===== config.mk =====
export PLATFORM = sky130hd
export DESIGN_NAME = uart_rx_flat
export DESIGN_NICKNAME = d
export VERILOG_FILES = /design/src/rtl/uart_pkg.sv /design/src/rtl/uart_rx_if.sv /design/src/rtl/uart_baud_cnt.sv /design/src/rtl/uart_rx.sv /design/src/flat_wrapper.sv
export SDC_FILE = /design/constraint.sdc
export NUM_CORES = 1
export LEC_CHECK = 0
export ABC_AREA = 0
export CORE_UTILIZATION = 38
export DETAILED_ROUTE_END_ITERATION = 10
export PLACE_DENSITY = 0.6
export SKIP_LAST_GASP = 1
export SYNTH_ARGS = -nofsm -noshare
export SYNTH_HDL_FRONTEND = slang
export SYNTH_SLANG_ARGS = --single-unit

===== constraint.sdc =====
create_clock -name clk -period 1.8 [get_ports clk]
set_clock_uncertainty 0.1 [all_clocks]
set_input_delay 0.18 -clock clk [delete_from_list [all_inputs] [get_ports clk]]
set_output_delay 0.18 -clock clk [all_outputs]
set_load 0.01 [all_outputs]

===== src/rtl/uart_pkg.sv =====
// uart_pkg: shared UART receiver state type and default baud divisor
package uart_pkg;
    typedef enum logic [1:0] {IDLE, START, DATA, STOP} rx_state_t;
    localparam int DEFAULT_BAUD_DIV = 5208;
endpackage


===== src/rtl/uart_rx_if.sv =====
// uart_rx_if: serial line, consumer acknowledge and received-byte status bundle
interface uart_rx_if;
    logic       RX;
    logic       clr_rdy;
    logic [7:0] rx_data;
    logic       rdy;
    logic       frm_err;
    logic       ovr_err;
    modport master (output RX, clr_rdy, input rx_data, rdy, frm_err, ovr_err);
    modport slave  (input RX, clr_rdy, output rx_data, rdy, frm_err, ovr_err);
endinterface


===== src/rtl/uart_baud_cnt.sv =====
// uart_baud_cnt: loadable baud down-counter that saturates at zero and flags tick at zero
module uart_baud_cnt #(
    parameter int WIDTH = 13
) (
    input  logic             clk,
    input  logic             rst,
    input  logic             i_en,
    input  logic             i_load,
    input  logic [WIDTH-1:0] i_load_val,
    output logic             o_tick
);
    logic [WIDTH-1:0] r_cnt;
    // load has priority; otherwise count down while enabled, holding at zero
    always_ff @(posedge clk) begin
        if (rst)
            r_cnt <= '0;
        else if (i_load)
            r_cnt <= i_load_val;
        else if (i_en && r_cnt != '0)
            r_cnt <= r_cnt - WIDTH'(1);
    end
    assign o_tick = (r_cnt == '0);
endmodule


===== src/rtl/uart_rx.sv =====
// uart_rx: 8N1 receiver with two-flop sync, mid-bit sampling, ready/overrun/framing flags
import uart_pkg::*;
module uart_rx #(
    parameter int BAUD_DIV = DEFAULT_BAUD_DIV
) (
    input logic      clk,
    input logic      rst,
    uart_rx_if.slave bus
);
    localparam int W = $clog2(BAUD_DIV);
    localparam logic [W-1:0] HALF = W'(BAUD_DIV / 2);
    localparam logic [W-1:0] FULL = W'(BAUD_DIV - 1);

    rx_state_t    r_state;
    logic         r_sync1, r_rx_s, r_wait_high;
    logic         r_rdy, r_frm_err, r_ovr_err;
    logic [3:0]   r_bit_cnt;
    logic [7:0]   r_shift, r_rx_data;
    logic         w_tick, w_start, w_load, w_done, w_ferr, w_busy;
    logic [W-1:0] w_load_val;

    assign w_busy     = (r_state != IDLE);
    assign w_start    = !w_busy && !r_rx_s && !r_wait_high;
    assign w_load     = w_start || (w_busy && w_tick);
    assign w_load_val = w_start ? HALF : FULL;
    assign w_done     = (r_state == STOP) && w_tick && r_rx_s;
    assign w_ferr     = (r_state == STOP) && w_tick && !r_rx_s;

    uart_baud_cnt #(.WIDTH(W)) u_baud (
        .clk        (clk),
        .rst        (rst),
        .i_en       (w_busy),
        .i_load     (w_load),
        .i_load_val (w_load_val),
        .o_tick     (w_tick)
    );

    // two-flop synchronizer for the asynchronous line, idling high
    always_ff @(posedge clk) begin
        if (rst) begin
            r_sync1 <= 1'b1;
            r_rx_s  <= 1'b1;
        end else begin
            r_sync1 <= bus.RX;
            r_rx_s  <= r_sync1;
        end
    end

    // frame sequencer: start validation, 8 data samples LSB first, stop check
    always_ff @(posedge clk) begin
        if (rst) begin
            r_state   <= IDLE;
            r_bit_cnt <= '0;
            r_shift   <= '0;
        end else begin
            case (r_state)
                IDLE:  if (w_start) r_state <= START;
                START: if (w_tick) begin
                    r_state   <= r_rx_s ? IDLE : DATA;
                    r_bit_cnt <= '0;
                end
                DATA:  if (w_tick) begin
                    r_shift   <= {r_rx_s, r_shift[7:1]};
                    r_bit_cnt <= r_bit_cnt + 4'd1;
                    if (r_bit_cnt == 4'd7) r_state <= STOP;
                end
                STOP:  if (w_tick) r_state <= IDLE;
                default: r_state <= IDLE;
            endcase
        end
    end

    // after a framing error, block new starts until the line has gone high again
    always_ff @(posedge clk) begin
        if (rst)
            r_wait_high <= 1'b0;
        else if (w_ferr)
            r_wait_high <= 1'b1;
        else if (r_rx_s)
            r_wait_high <= 1'b0;
    end

    // output holding register and flags; a completing byte beats a same-cycle clear
    always_ff @(posedge clk) begin
        if (rst) begin
            r_rx_data <= 8'h00;
            r_rdy     <= 1'b0;
            r_frm_err <= 1'b0;
            r_ovr_err <= 1'b0;
        end else begin
            r_frm_err <= w_ferr;
            r_ovr_err <= w_done && r_rdy && !bus.clr_rdy;
            r_rdy     <= w_done || (r_rdy && !bus.clr_rdy);
            if (w_done) r_rx_data <= r_shift;
        end
    end

    assign bus.rx_data = r_rx_data;
    assign bus.rdy     = r_rdy;
    assign bus.frm_err = r_frm_err;
    assign bus.ovr_err = r_ovr_err;
endmodule


===== src/flat_wrapper.sv =====
// flat-port wrapper written by rule: the top's interface ports become plain ports
module uart_rx_flat 
#(
    parameter int BAUD_DIV = DEFAULT_BAUD_DIV
)
  (clk, rst, bus_RX, bus_clr_rdy, bus_rx_data, bus_rdy, bus_frm_err, bus_ovr_err);
  uart_rx_if bus_i ();
  input logic clk;
  input logic rst;
  input wire logic [$bits(bus_i.RX)-1:0] bus_RX;
  input wire logic [$bits(bus_i.clr_rdy)-1:0] bus_clr_rdy;
  output wire logic [$bits(bus_i.rx_data)-1:0] bus_rx_data;
  output wire logic [$bits(bus_i.rdy)-1:0] bus_rdy;
  output wire logic [$bits(bus_i.frm_err)-1:0] bus_frm_err;
  output wire logic [$bits(bus_i.ovr_err)-1:0] bus_ovr_err;
  assign bus_i.RX = bus_RX;
  assign bus_i.clr_rdy = bus_clr_rdy;
  assign bus_rx_data = bus_i.rx_data;
  assign bus_rdy = bus_i.rdy;
  assign bus_frm_err = bus_i.frm_err;
  assign bus_ovr_err = bus_i.ovr_err;
  uart_rx #(.BAUD_DIV(BAUD_DIV)) u_core (.clk(clk), .rst(rst), .bus(bus_i));
endmodule

Yosys cells after proc, flatten, opt, wreduce, memory -nomap -nowiden
Index checks and enable logic that the tools add are counted.

word-level totals
  flip-flop bits (word level) = 41
  input bits = 4
  output and inout bits = 11
  word-level logic and storage cells = 63

operators by class
  add/subtract/negate cells = 2
  eq/ne operators = 9
  muxes and demuxes = 15
  reductions and logical operators = 26

operators with widths
  operator                                                              number
  13-bit two-way mux                                                    3
  13-bit logical NOT                                                    1
  13-bit nonzero test                                                   1
  13-bit by 1-bit subtractor with 13-bit output, second input constant  1
  2-bit two-way mux                                                     6
  1-bit logical AND                                                     10
  2-bit by 1-bit != test with 1-bit output, second input constant       5
  4-bit two-way mux                                                     2
  2-bit one-hot mux with 4 select lines                                 1
  4-bit one-hot mux with 2 select lines                                 1
  2-bit nonzero test                                                    4
  5-bit AND reduction                                                   1
  4-bit by 1-bit adder with 4-bit output, second input constant         1
  2-bit == test, second input constant                                  2
  4-bit by 3-bit == test with 1-bit output, second input constant       1
  1-bit logical NOT                                                     4
  3-bit AND reduction                                                   1
  2-bit by 1-bit == test with 1-bit output, second input constant       1
  2-bit logical NOT                                                     1
  1-bit logical OR                                                      2
  1-bit two-way mux                                                     2
  2-bit AND reduction                                                   1

Longest topological paths before layout
  depth in word-level cells = 6
  depth in mapped cells = 8
  gate-level depth less buffers = 6

Modules after synthesis
Synthesis repeated with hierarchy kept, for this count alone.

unflattened totals
  cell total of the unflattened synthesis = 228
  area total of the unflattened synthesis = 1978.1 um2

by module, submodules not included
  module         times used  cells an instance  area each (um2)  seq. area each (um2)
  uart_rx        1           128                1144.8           560.5
  uart_baud_cnt  1           100                833.3            260.2

Least setup slack after synthesis
OpenSTA, ideal clock, no wires.

  path type = reg2reg
  start = reg u_core.u_baud.r_cnt[0]
  end = reg u_core.r_bit_cnt[3]
  setup time = 0.070 ns
  arrival = 1.701 ns
  data required time = 1.630 ns
  path slack = -0.072 ns
  stages on the path, launching flop included = 7
  path buffers = 0
  clock period less this slack = 1.872 ns
  cells stage by stage = dfxtp_1 inv_1 ha_1 nor4b_4 nand4_4 or4b_1 a21oi_1

on the way
  cells in the longest elaborated chain, start to end = 3
  elaborated cells between the ends (all ways) = 4
  those cells by class = eq/ne (2); reduce/logical (2)

ends and longest elaborated chain
  item                                                       RTL line             source
  start: declaration                                         uart_baud_cnt.sv:12  logic [WIDTH-1:0] r_cnt;
  start signal: assignment                                   uart_baud_cnt.sv:18  r_cnt <= i_load_val;
  start signal: assignment                                   uart_baud_cnt.sv:20  r_cnt <= r_cnt - WIDTH'(1);
  13-bit logical NOT (*)                                     uart_baud_cnt.sv:22  assign o_tick = (r_cnt == '0);
  2-bit by 1-bit != test with 1-bit output (no source line)  n/a
  3-bit AND reduction (no source line) (*)                   n/a
  end signal: assignment                                     uart_rx.sv:64        r_bit_cnt <= r_bit_cnt + 4'd1;
  end: declaration                                           uart_rx.sv:17        logic [3:0] r_bit_cnt;

Every way passes the cells marked *; elsewhere a longest branch is shown, timed or not.
A chain may end at the register's enable or synchronous reset.

Final worst setup path
  start = reg u_core.u_baud.r_cnt[1]
  end = reg u_core.r_bit_cnt[3]

The elaborated chain is that of the path after synthesis.

==> impl_results.html <==
<table>
<tr><th>Metric</th><th>Value</th></tr>
<tr><th colspan="2">Run status</th></tr>
<tr><td>Outcome</td><td>finished with violations</td></tr>
<tr><td>Violations in the final reports</td><td>setup timing</td></tr>
<tr><th colspan="2">Clocking</th></tr>
<tr><td>Total of hold buffers inserted after clock tree synthesis</td><td>0</td></tr>
<tr><td>Later-pin clock latency in the skew report</td><td>0.29 ns</td></tr>
<tr><td>Clock root buffer</td><td>clkbuf_8</td></tr>
<tr><td>Sink Count</td><td>41</td></tr>
<tr><td>TritonCTS clock tree</td><td>done</td></tr>
<tr><td>Clock slew at the register clock pins of the worst setup and hold paths</td><td>0.08 ns</td></tr>
<tr><td>Bufs on Longest Clock Path</td><td>2</td></tr>
<tr><td>CTS H-tree lvls</td><td>2</td></tr>
<tr><td>Cts bufs inserted</td><td>5</td></tr>
<tr><th colspan="2">Synth</th></tr>
<tr><td>Compound-cell area share of the yosys netlist</td><td>15.4%</td></tr>
<tr><td>Fraction of synthesis flops using an asynchronous set or reset pin</td><td>0%</td></tr>
<tr><td>Area share of fa/ha/maj cells after synthesis</td><td>2.03%</td></tr>
<tr><td>Number of enable-type register cells in the synthesized netlist</td><td>0</td></tr>
<tr><td>Yosys top cell area share</td><td>44.3%</td></tr>
<tr><td>Most area-consuming cells after synthesis</td><td>dfxtp_1 44%, a21oi_1 4.9%, mux2i_1 4.9%, nor2_1 3.6%, nand2_1 3.4%</td></tr>
<tr><td>Post-synthesis share of cell area spent on xor and xnor gates</td><td>0.946%</td></tr>
<tr><td>Cells after Synth</td><td>210</td></tr>
<tr><td>Combinational family with the most area after synthesis</td><td>simple AND/OR/NAND/NOR gates</td></tr>
<tr><td>Average instance area after synthesis</td><td>8.82 um2</td></tr>
<tr><td>Post-synth design cell area</td><td>0.00185 mm2</td></tr>
<tr><td>Count of different cell masters after synthesis</td><td>38</td></tr>
<tr><td>Simple-Gate Fraction of Synth Area</td><td>28.2%</td></tr>
<tr><td>FF+latch count, synth</td><td>41</td></tr>
<tr><td>Most instantiated flip-flop cell in the synthesis netlist</td><td>dfxtp_1</td></tr>
<tr><td>Area leader, netlist</td><td>dfxtp_1</td></tr>
<tr><td>Register area share after synthesis</td><td>44.3%</td></tr>
<tr><td>Proportion of synthesized area in mux cells</td><td>5.47%</td></tr>
<tr><td>Net count after synthesis</td><td>217</td></tr>
<tr><td>Synth Warn #</td><td>0</td></tr>
<tr><th colspan="2">Critical path</th></tr>
<tr><td>Worst EP arrival</td><td>1.94 ns</td></tr>
<tr><td>Kind of start point of the critical path</td><td>flop</td></tr>
<tr><td>Endpoint type of the worst setup path</td><td>flop</td></tr>
<tr><td>Reg2reg start</td><td>u_core.u_baud.r_cnt[1]</td></tr>
<tr><td>CP Class</td><td>reg2reg</td></tr>
<tr><td>Crit path required time</td><td>1.94 ns</td></tr>
<tr><td>CP Max Fanout</td><td>3</td></tr>
<tr><td>Start point of the critical path</td><td>u_core.u_baud.r_cnt[1]</td></tr>
<tr><th colspan="2">Cells and area</th></tr>
<tr><td>Count of fill cells added during filler insertion</td><td>440</td></tr>
<tr><td>Layout overhead on the synthesized area</td><td>33.1%</td></tr>
<tr><td>Register cell area after layout</td><td>823 um2</td></tr>
<tr><td>Most frequent standard cell in the layout excluding fill and tap cells</td><td>dfxtp_1</td></tr>
<tr><td>Final core occ</td><td>52.5%</td></tr>
<tr><td>Share of final-layout standard cells stronger than drive strength 1</td><td>24.4%</td></tr>
<tr><td>ANT cells</td><td>0</td></tr>
<tr><td>Total area of multi-input combinational cells</td><td>992 um2</td></tr>
<tr><td>Fin nets</td><td>264</td></tr>
<tr><td>Highest-count cells in the layout ignoring fill and taps</td><td>39 x dfxtp_1, 35 x buf_4, 18 x nor2_1, 17 x a21oi_1, 17 x nand2_1</td></tr>
<tr><th colspan="2">Power and ir drop</th></tr>
<tr><td>Lkg Pwr</td><td>0.983 nW</td></tr>
<tr><td>Combinational cell fraction of total power</td><td>23.3%</td></tr>
<tr><td>Internal power</td><td>1.77 mW</td></tr>
<tr><td>Final Total Pwr</td><td>2.43 mW</td></tr>
<tr><td>Clock power share</td><td>36.6%</td></tr>
<tr><td>Maximum vdd ir drop</td><td>0.518 mV</td></tr>
<tr><td>Net load switching power</td><td>0.662 mW</td></tr>
<tr><td>Sw Ratio</td><td>27.2%</td></tr>
<tr><td>PD cells</td><td>988 mW/mm2</td></tr>
<tr><td>Share of power burned in registers</td><td>40.1%</td></tr>
<tr><th colspan="2">Global route</th></tr>
<tr><td>Maximum number of pins on one net before global-route repair</td><td>17</td></tr>
<tr><td>Total grt overflow</td><td>0</td></tr>
<tr><td>Via count of the first global-routing pass</td><td>1572</td></tr>
<tr><td>First-pass GRT wire length</td><td>7470 um</td></tr>
<tr><td>GR Util All Layers</td><td>18.7%</td></tr>
<tr><td>Initial antenna violation count</td><td>0</td></tr>
<tr><th colspan="2">Timing</th></tr>
<tr><td>Tightest hold margin</td><td>0.319 ns</td></tr>
<tr><td>Final-report max-slew violation count</td><td>0</td></tr>
<tr><td>Post-layout minimum cycle time</td><td>1.80 ns</td></tr>
<tr><td>Pin slew with the least headroom to its limit</td><td>0.448 ns</td></tr>
<tr><td>Worst relative slew slack</td><td>70.1%</td></tr>
<tr><td>Number of failing setup endpoints in the final timing report</td><td>1</td></tr>
<tr><td>Final sum of negative setup slack</td><td>-0.00453 ns</td></tr>
<tr><td>Setup slack of the critical path after layout</td><td>-0.00453 ns</td></tr>
<tr><td>Final clock period utilization by the worst path</td><td>100%</td></tr>
<tr><td>Highest achievable clock rate</td><td>554 MHz</td></tr>
<tr><td>Unrepaired setup endpoints after global routing</td><td>yes</td></tr>
<tr><td>Number of failing hold endpoints at the final stage</td><td>0</td></tr>
<tr><th colspan="2">Routing</th></tr>
<tr><td>Total iterations of the first detailed-routing run</td><td>4</td></tr>
<tr><td>Residual DRC</td><td>0</td></tr>
<tr><td>Routed vias/inst</td><td>5.46</td></tr>
<tr><td>Violation count after the first detailed-route iteration</td><td>115</td></tr>
<tr><td>Total via count after detailed routing</td><td>1703</td></tr>
<tr><td>Wire per inst</td><td>13.9 um</td></tr>
<tr><td>Total Routed Length</td><td>4350 um</td></tr>
<tr><td>Final ANT Viol Nets</td><td>0</td></tr>
<tr><th colspan="2">Die</th></tr>
<tr><td>I/O pin count</td><td>15</td></tr>
<tr><td>Core area</td><td>0.00469 mm2</td></tr>
<tr><td>Floorplan die width</td><td>71.8 um</td></tr>
<tr><td>Die Area</td><td>0.00516 mm2</td></tr>
<tr><td>Die Height</td><td>71.8 um</td></tr>
<tr><td>Starting utilization of the core area</td><td>39.5%</td></tr>
<tr><td>Std-Cell Rows</td><td>25</td></tr>
<tr><th colspan="2">Flow run</th></tr>
<tr><td>Max-cap viol count</td><td>0</td></tr>
<tr><th colspan="2">Min path</th></tr>
<tr><td>Worst hold-check path type</td><td>reg2reg</td></tr>
<tr><td>Start point of the worst hold path</td><td>u_core.r_sync1</td></tr>
<tr><th colspan="2">Placement</th></tr>
<tr><td>Post-detailed-placement half-perimeter wirelength</td><td>3060 um</td></tr>
<tr><td>Gp weighted congestion</td><td>0.817</td></tr>
<tr><td>Port Buffers</td><td>14</td></tr>
</table>
## registers in the layout, summed over array words and instances (netlist names), named ones only
register and cells:
u_core.r_rx_s 1, u_core.r_wait_high 1, u_core.bus.rx_data 8, u_core.bus.frm_err 1, u_core.bus.ovr_err 1, u_core.u_baud.r_cnt 13
u_core.bus.rdy 1, u_core.r_sync1 1, u_core.r_shift 8, u_core.r_bit_cnt 4, u_core.r_state 1
## routing by layer
metal | GRT usage [%] | wire, um
met1 | 24.9 | 2100
met2 | 29.0 | 1990
met3 | 4.78 | 173
met4 | 7.63 | 78
met5 | 0 | 0
## logic make-up (layout without fill, tap and decap cells)
kind of cell	Yosys count	count (layout)
simple gates	90	90
fa+ha+maj	3	3
compound gates	48	48
xor+xnor	2	2
flops	41	41
mux	10	10
buf+inv	16	64
## cell usage after synthesis (3+ instances only)
| cell | instances |
|---|---|
| a21oi_1 | 18 |
| a31oi_1 | 8 |
| and3_1 | 4 |
| clkbuf_1 | 8 |
| dfxtp_1 | 41 |
| ha_1 | 3 |
| inv_1 | 5 |
| mux2i_1 | 9 |
| nand2_1 | 17 |
| nand2b_1 | 4 |
| nand3_1 | 10 |
| nand4_1 | 4 |
| nor2_1 | 18 |
| nor2b_1 | 5 |
| nor3_1 | 8 |
| nor4_1 | 7 |
| o21ai_0 | 12 |
| or2_2 | 3 |
## power groups by stage
stage          Combinational, mW  Clock (mW)  Sequential, mW
3_5_place_dp               0.537           0           0.997
5_1_grt                    0.624       0.934           0.981
3_3_place_gp               0.535           0           0.998
2_1_floorplan              0.285           0            1.00
6_report                   0.566       0.891           0.977
4_1_cts                    0.556       0.903           0.977
## final cells by class
class                      count  area share [%]
clock buffer                   5            2.79
clock inverter                 3            2.79
inverter                       5           0.761
multi-input combinational    153            40.3
sequential                    41            33.4
tap                           54            2.74
timing repair buffer          51            17.3
## timing repair
action / in CTS / in global routing
gates cloned: 0 / 0
gates resized for setup: 1 / 7
pin swaps: 0 / 3
setup buffers: 1 / 0
setup endpoints to repair: 5 / 19
## stage by stage
stage | cell area (um2) | instances | setup WS (ns)
after global placement | 2300 | 303 | 0.0227
final | 2460 | 312 | -0.00453
after CTS | 2450 | 312 | -0.0140
after detailed placement | 2300 | 303 | -0.0316
after global routing | 2460 | 312 | -0.103
after floorplan | 1870 | 210 | 0.0203
## critical path, stage by stage (launching register included)
cell     delay [ns]
dfxtp_2        0.33
inv_2          0.07
ha_4           0.13
nor4b_4        0.20
buf_4          0.18
nand4_4        0.11
or4b_4         0.50
a21oi_2        0.12
## final timing paths
path	to	slack [ns]	depth (start not counted)
hold reg to reg	u_core.r_rx_s	0.32	1
setup reg to reg	u_core.r_bit_cnt[3]	-0.005	7
hold / removal	u_core.r_rx_s	0.32	1
setup / recovery	u_core.r_bit_cnt[3]	-0.005	7
Power figures use the tool's default switching activity.
